`src/rtl/mem_rr_access_scheduler.sv`:
```
`default_nettype none
// ============================================================================
//  Module      : mem_rr_access_scheduler
//  Description : Round-robin scheduler sharing one memory port between NREQ
//                requesters. Grants one requester at a time, issues a
//                one-cycle start pulse and holds the grant until mem_done or
//                until a watchdog expires.
//  Revision    : 1.0  initial release
// ============================================================================
module mem_rr_access_scheduler #(
    parameter int NREQ    = 4,
    parameter int TIMEOUT = 8,
    parameter int IDW     = $clog2(NREQ)
) (
    input  logic            clk,
    input  logic            reset,
    input  logic [NREQ-1:0] req,
    input  logic            mem_done,
    output logic [NREQ-1:0] grant,
    output logic [IDW-1:0]  grant_id,
    output logic            mem_start,
    output logic            busy,
    output logic            timeout_err
);

    // Counter wide enough to reach TIMEOUT-1 without ever wrapping.
    localparam int CW = $clog2(TIMEOUT) + 1;

    typedef enum logic [1:0] {
        S_IDLE    = 2'd0,
        S_GRANT   = 2'd1,
        S_WAIT    = 2'd2,
        S_RELEASE = 2'd3
    } state_t;

    state_t          r_state;
    state_t          w_state_nxt;
    logic [NREQ-1:0] r_grant;
    logic [NREQ-1:0] w_grant_nxt;
    logic [IDW-1:0]  r_grant_id;
    logic [IDW-1:0]  w_grant_id_nxt;
    logic [IDW-1:0]  r_last_id;
    logic [IDW-1:0]  w_last_id_nxt;
    logic            r_mem_start;
    logic            w_mem_start_nxt;
    logic            r_busy;
    logic            w_busy_nxt;
    logic            r_timeout_err;
    logic            w_timeout_err_nxt;
    logic [CW-1:0]   r_cnt;
    logic [CW-1:0]   w_cnt_nxt;

    logic [IDW-1:0]  w_winner;
    logic [NREQ-1:0] w_winner_onehot;
    int              w_dist;
    int              w_best;

    // Round-robin pick: the active requester closest (upward, wrapping) to
    // the one after last_id wins.
    always_comb begin
        w_winner = '0;
        w_dist   = 0;
        w_best   = NREQ;
        for (int i = 0; i < NREQ; i++) begin
            if (req[i]) begin
                w_dist = (i + 2 * NREQ - int'(r_last_id) - 1) % NREQ;
                if (w_dist < w_best) begin
                    w_best   = w_dist;
                    w_winner = IDW'(i);
                end
            end
        end
    end

    // One-hot form of the winning index.
    always_comb begin
        w_winner_onehot = '0;
        for (int i = 0; i < NREQ; i++) begin
            w_winner_onehot[i] = (w_winner == IDW'(i));
        end
    end

    // Next-state and next-output logic; pulses default low, everything else holds.
    always_comb begin
        w_state_nxt       = r_state;
        w_grant_nxt       = r_grant;
        w_grant_id_nxt    = r_grant_id;
        w_last_id_nxt     = r_last_id;
        w_mem_start_nxt   = 1'b0;
        w_busy_nxt        = r_busy;
        w_timeout_err_nxt = 1'b0;
        w_cnt_nxt         = r_cnt;

        case (r_state)
            S_IDLE: begin
                w_grant_nxt = '0;
                w_busy_nxt  = 1'b0;
                if (|req) begin
                    w_state_nxt     = S_GRANT;
                    w_grant_nxt     = w_winner_onehot;
                    w_grant_id_nxt  = w_winner;
                    w_last_id_nxt   = w_winner;
                    w_mem_start_nxt = 1'b1;
                    w_busy_nxt      = 1'b1;
                    w_cnt_nxt       = '0;
                end
            end
            S_GRANT: begin
                if (mem_done) begin
                    w_state_nxt = S_RELEASE;
                    w_grant_nxt = '0;
                end else begin
                    w_state_nxt = S_WAIT;
                    w_cnt_nxt   = r_cnt + CW'(1);
                end
            end
            S_WAIT: begin
                // mem_done takes precedence over a watchdog expiry on the same edge.
                if (mem_done) begin
                    w_state_nxt = S_RELEASE;
                    w_grant_nxt = '0;
                end else if (r_cnt == CW'(TIMEOUT - 1)) begin
                    w_state_nxt       = S_RELEASE;
                    w_grant_nxt       = '0;
                    w_timeout_err_nxt = 1'b1;
                end else begin
                    w_cnt_nxt = r_cnt + CW'(1);
                end
            end
            S_RELEASE: begin
                w_state_nxt = S_IDLE;
                w_busy_nxt  = 1'b0;
            end
            default: begin
                w_state_nxt = S_IDLE;
                w_grant_nxt = '0;
                w_busy_nxt  = 1'b0;
            end
        endcase
    end

    // State and output registers; last_id resets so requester 0 goes first.
    always_ff @(posedge clk) begin
        if (reset) begin
            r_state       <= S_IDLE;
            r_grant       <= '0;
            r_grant_id    <= '0;
            r_last_id     <= IDW'(NREQ - 1);
            r_mem_start   <= 1'b0;
            r_busy        <= 1'b0;
            r_timeout_err <= 1'b0;
            r_cnt         <= '0;
        end else begin
            r_state       <= w_state_nxt;
            r_grant       <= w_grant_nxt;
            r_grant_id    <= w_grant_id_nxt;
            r_last_id     <= w_last_id_nxt;
            r_mem_start   <= w_mem_start_nxt;
            r_busy        <= w_busy_nxt;
            r_timeout_err <= w_timeout_err_nxt;
            r_cnt         <= w_cnt_nxt;
        end
    end

    assign grant       = r_grant;
    assign grant_id    = r_grant_id;
    assign mem_start   = r_mem_start;
    assign busy        = r_busy;
    assign timeout_err = r_timeout_err;

endmodule
`default_nettype wire

```
`config.mk`:
```
export PLATFORM = sky130hd
export DESIGN_NAME = mem_rr_access_scheduler
export DESIGN_NICKNAME = d
export VERILOG_FILES = /design/src/rtl/mem_rr_access_scheduler.sv
export SDC_FILE = /design/constraint.sdc
export NUM_CORES = 1
export LEC_CHECK = 0
export ABC_CLOCK_PERIOD_IN_PS = 4100
export BUFFER_PORTS_ARGS = -buffer_cell sky130_fd_sc_hd__buf_2
export CORE_MARGIN = 1.5
export CORE_UTILIZATION = 47
export CTS_BUF_LIST = sky130_fd_sc_hd__clkbuf_16
export DETAILED_ROUTE_END_ITERATION = 10
export HOLD_SLACK_MARGIN = 0.08
export MAX_ROUTING_LAYER = met4
export PLACE_DENSITY = 0.7
export SYNTH_ARGS = -nofsm -noshare
export SYNTH_HDL_FRONTEND = slang
export SYNTH_SLANG_ARGS = --single-unit
```
`constraint.sdc`:
```
create_clock -name clk -period 4.1 [get_ports clk]
set_input_delay 0.82 -clock clk [delete_from_list [all_inputs] [get_ports clk]]
set_output_delay 0.82 -clock clk [all_outputs]
set_load 0.01 [all_outputs]
```
# Word-level counts from Yosys, hierarchy flattened
# Cells that the tools add are included.
# word_totals
reg_bits	17
input_bits	7
out_inout_bits	9
wordCells	85
# classes
add_sub_neg	9
magnitude_cmp	4
eq_ne	13
n_mux	30
bitwise	6
reduce_logical	15
# ops
operator	n
$mux 32	6
$lt 3x32->1	3
$mux 4	8
$pmux 4 s3	2
$sub 5x2->6 const B	4
$sub 4x2->5 const A	4
$mux 2	7
$ne 2x2->1 const B	5
$reduce_or 2->1	5
$eq 2x2->1 const B	4
$pmux 2 s4	1
$mux 1	5
$reduce_and 5->1	1
$add 4x1->4 const B	1
$and 1x1->1	4
$eq 2x1->1 const B	2
$eq 4x3->1 const B	1
$logic_not 2->1	2
$lt 3x4->1 const B	1
$reduce_and 2->1	2
$reduce_or 4->1	1
$ne 3x3->1 const B	1
$reduce_and 3->1	1
$reduce_bool 3->1	1
other kinds (4)	5

# Logic depth before layout (Yosys ltp)
# depth
word_depth	19
mapped_depth	19
ltp_nobuf	18

# Worst setup path before layout
# OpenSTA, ideal clock, no wires.
# synth_path
kind	register to register
from	register r_last_id[0]
to	register r_grant[2] (netlist: grant[2])
setup_time_ps	84
t_arrival_ps	3788
required_time_ps	4016
setup_slack_ps	227
path_stages_with_launch	19
path_buffers	0
synth_period_minus_slack_ps	3873
path_cell_list	dfxtp_1 -> inv_1 -> ha_1 -> or3b_4 -> a21boi_0 -> a21oi_1 -> a21o_1 -> ha_1 -> o21a_1 -> o31ai_1 -> a32oi_1 -> a211oi_1 -> a311oi_1 -> ha_1 -> nand2_1 -> o311ai_1 -> a2111oi_2 -> or3_4 -> o31ai_2
# synth_between
elab_chain_len	19
elab_cells_between_ends	35
cone_classes	add/sub: 8; order compare: 4; eq/ne: 1; mux: 14; bitwise: 4; reduce/logical: 4
# synth_rtl
item	line	source
start, declared	42	logic [IDW-1:0] r_last_id;
start signal, assigned	148	r_last_id <= IDW'(NREQ - 1);
start signal, assigned	157	r_last_id <= w_last_id_nxt;
$sub 4x2->5	66	w_dist = (i + 2 * NREQ - int'(r_last_id) - 1) % NREQ;
$sub 5x2->6	66	
$reduce_or 2->1 (no line)	n/a	
$and 1x1->1 (no line)	n/a	
$lt 3x4->1	67	if (w_dist < w_best) begin
$mux 32	67	
$mux 32	65	if (req[i]) begin
$lt 3x32->1	67	
(+3 left out)	n/a	
$mux 32	67	
$mux 32	65	
$lt 3x32->1	67	
$mux 2	67	
$mux 2 (*)	65	
$eq 2x2->1 (*)	79	w_winner_onehot[i] = (w_winner == IDW'(i));
$mux 4 (*)	98	if (|req) begin
$pmux 4 s3 (*)	94	case (r_state)
end signal, assigned	155	r_grant <= w_grant_nxt;
end, declared	38	logic [NREQ-1:0] r_grant;
# Mark *: on every way between the ends. The rest lies on a longest branch, timed or not.
# A chain may end at the register's enable or synchronous reset.

# Worst setup path after layout
# layout_path
from	register r_last_id[1]
to	register r_grant[2] (netlist: grant[2])
# Same word-level chain as after synthesis.

==> qor.txt <==
Async S/R FF share, synth -> 0%
met1 WL -> 1.30 mm
cts bufs inserted -> 3
io pins -> 16
fmax -> 0.258 GHz
worst skew pair latency -> 0.25 ns
Worst-path clk slew -> 0.05 ns
Placed Area -> 1410 um2
drt via density -> 5.82
Largest stage delay, worst path -> 0.42 ns
Synth Cell Area -> 1260 um2
wire per inst -> 13.7 um
Port-buffer cells -> 15
post-route ant nets -> 0
Total Routing Usage GR -> 21.2%
Final Skew -> 0.00341 ns
die width -> 54.7 um
Final nets -> 197
Yosys cell types -> 47
Yosys reg bits -> 17
Post-DP HPWL -> 2.14 mm
number of global-route vias before repair -> 1,060
DR iter-0 viols -> 32
commonest cells after routing, fill and taps aside -> ha_1 (16), a21oi_1 (15), dfxtp_1 (15), buf_2 (15), nand2_1 (12)
initial antenna violation count -> 0
min-delay worst type -> flip-flop to flip-flop
post-layout min period -> 3.87 ns
dpl ws -> 0.0836 ns
Leak Pwr -> 0.664 nW
top layer in use -> met4
Starting Density -> 50.3%
Crit path depth -> 18
CTS sink cnt -> 17
# DRC -> 0
first-pass GRT wire length -> 4.48 mm
CP bufs+invs -> 1
# setup viols final -> 0
register area share after synthesis -> 27.1%
Ant. Diodes -> 0
total negative slack -> 0 ns
grt ovf -> 0
FP Rows -> 18
YS warnings -> 0
vias after detailed routing -> 1,182
Synth area leader -> dfxtp_1
DR WL met2 -> 1.35 mm
Syn Nets -> 173
Power Dens Cells -> 788 nW/um2
Initial DRT Pass Iterations -> 4
pin count of the biggest net entering global routing -> 14
delay-heaviest family, CP -> compound AO/OA/AOI/OAI gates
Startpoint Class -> flip-flop
worst r2r path cells -> 18
Root Driver -> clkbuf_16
Worst path slowest cell -> or3b_4
number of synthesized flops with an enable pin -> 0
CP Class -> flip-flop to flip-flop
Core Util, Final -> 61.6%
Peak VDD IR -> 0.000634 V
crit-path cells -> inv_1, ha_1, or3b_4, a21boi_2, a21oi_1, a21o_1, ha_1, o21a_1, o31ai_1, a32oi_1, a211oi_1, a311oi_1, ha_1, nand2_2, o311ai_4, a2111oi_4, or3_4, o31ai_2
arrival time at the worst endpoint -> 4.04 ns
CTS max path bufs -> 2
Fin. Hold Viols -> 0
Routed WL -> 2.78 mm
# H-tree levels -> 1
worst reg-to-reg setup slack -> 0.23 ns
met3 routed wirelength -> 111 um
core outline area -> 2500 um2
Final Instance Area -> 1540 um2
Slew Limit Headroom -> 64.3%
Hold Path Stages -> 2
gpl congestion -> 0.861
post-route clock period utilization -> 94.5%
CTS tree -> done
synthesis-to-layout area growth -> 22.4%
# fillers -> 228
synth top area cells -> dfxtp_1 (27%), ha_1 (16%), a21oi_1 (6.0%)
share of layout cells above drive strength 1 -> 26.0%
maximum fanout along the worst path -> 4
Worst setup EP type -> flip-flop
Min Hold Slack -> 0.445 ns
max-cap violations -> 0
Synth Instances -> 150
Worst Slack Setup Final -> 0.226 ns
pins over their slew limit -> 0
die area -> 2990 um2
share of the synthesized area in the top cell type -> 27.1%
RSZ-0062 raised after global routing -> no
status -> complete, no violations
Die H -> 54.7 um
most common cell after layout, fill and taps aside -> ha_1
Crit path top cell by count -> ha_1
Avg Cell Area, Syn -> 8.38 um2
CP Data Required Time -> 4.27 ns
Slew @ Worst Pin -> 0.531 ns
Top FF cell, synth -> dfxtp_1
[power by group]
group          total [W]  internal [W]  switching, W
Clock           0.000190      0.000129     0.0000607
Combinational   0.000763      0.000339      0.000424
Sequential      0.000259      0.000223     0.0000363
Total            0.00121      0.000691      0.000521
[synthesized netlist by cell type, drive strengths merged, types with 4 or more instances]
library cell   n
nand3          4
nand2         13
nand4          4
dfxtp         17
a21o           4
nor2          11
nand2b         4
inv            8
o21ai          6
ha            16
a21oi         15
[registers in the layout (all words and copies together) (netlist names)]
| signal | flops |
|---|---|
| mem_start | 1 |
| r_state | 2 |
| grant_id | 2 |
| grant | 4 |
| busy | 1 |
| r_last_id | 2 |
| r_cnt | 4 |
| timeout_err | 1 |
[metrics by stage]
stage          power [W]  cells
5_1_grt          0.00131    203
3_5_place_dp    0.000957    198
6_report         0.00121    203
4_1_cts          0.00115    202
3_3_place_gp    0.000934    198
2_1_floorplan   0.000758    150
[cell families after synthesis]
logic type / after synthesis / share of synthesized area (%)
compound gates: 44 / 24.5
xor+xnor: 1 / 0.697
fa+ha+maj: 16 / 15.9
buf+inv: 12 / 3.68
flops: 17 / 27.1
mux: 1 / 0.796
simple gates: 59 / 27.4
[worst min-delay path, delay by kind of cell (launching register included)]
family | cells | cell delay, ns
flops | 1 | 0.30
simple gates | 1 | 0.05
compound gates | 1 | 0.05
[layer usage]
metal  track usage [%]  vias up
li1                  -      601
met1              26.7      557
met2              34.5       22
met3              4.92        2
met4              3.75        0
met5                 -        -
[layout make-up]
class                      count  area (um2)  area share [%]
timing repair buffer          23         135            8.78
clock buffer                   3        75.1            4.88
multi-input combinational    121         915            59.4
sequential                    17         343            22.3
clock inverter                 1        3.75           0.244
tap                           30        37.5            2.44
inverter                       8        30.0            1.95
[repair_timing]
item	4_1_cts	5_1_grt
hold buffers	0	0
gates resized for setup	0	11
endpoints found under the setup margin	0	8
setup buffers	0	1
[final timing paths]
kind,start,endpoint
max,r_last_id[1]$_SDFFE_PP1P_,grant[2]$_SDFFE_PP0P_
min,grant[1]$_SDFFE_PP0P_,grant[1]$_SDFFE_PP0P_
max reg2reg,r_last_id[1]$_SDFFE_PP1P_,grant[2]$_SDFFE_PP0P_
min reg2reg,grant[1]$_SDFFE_PP0P_,grant[1]$_SDFFE_PP0P_
Power figures use the tool's default switching activity.
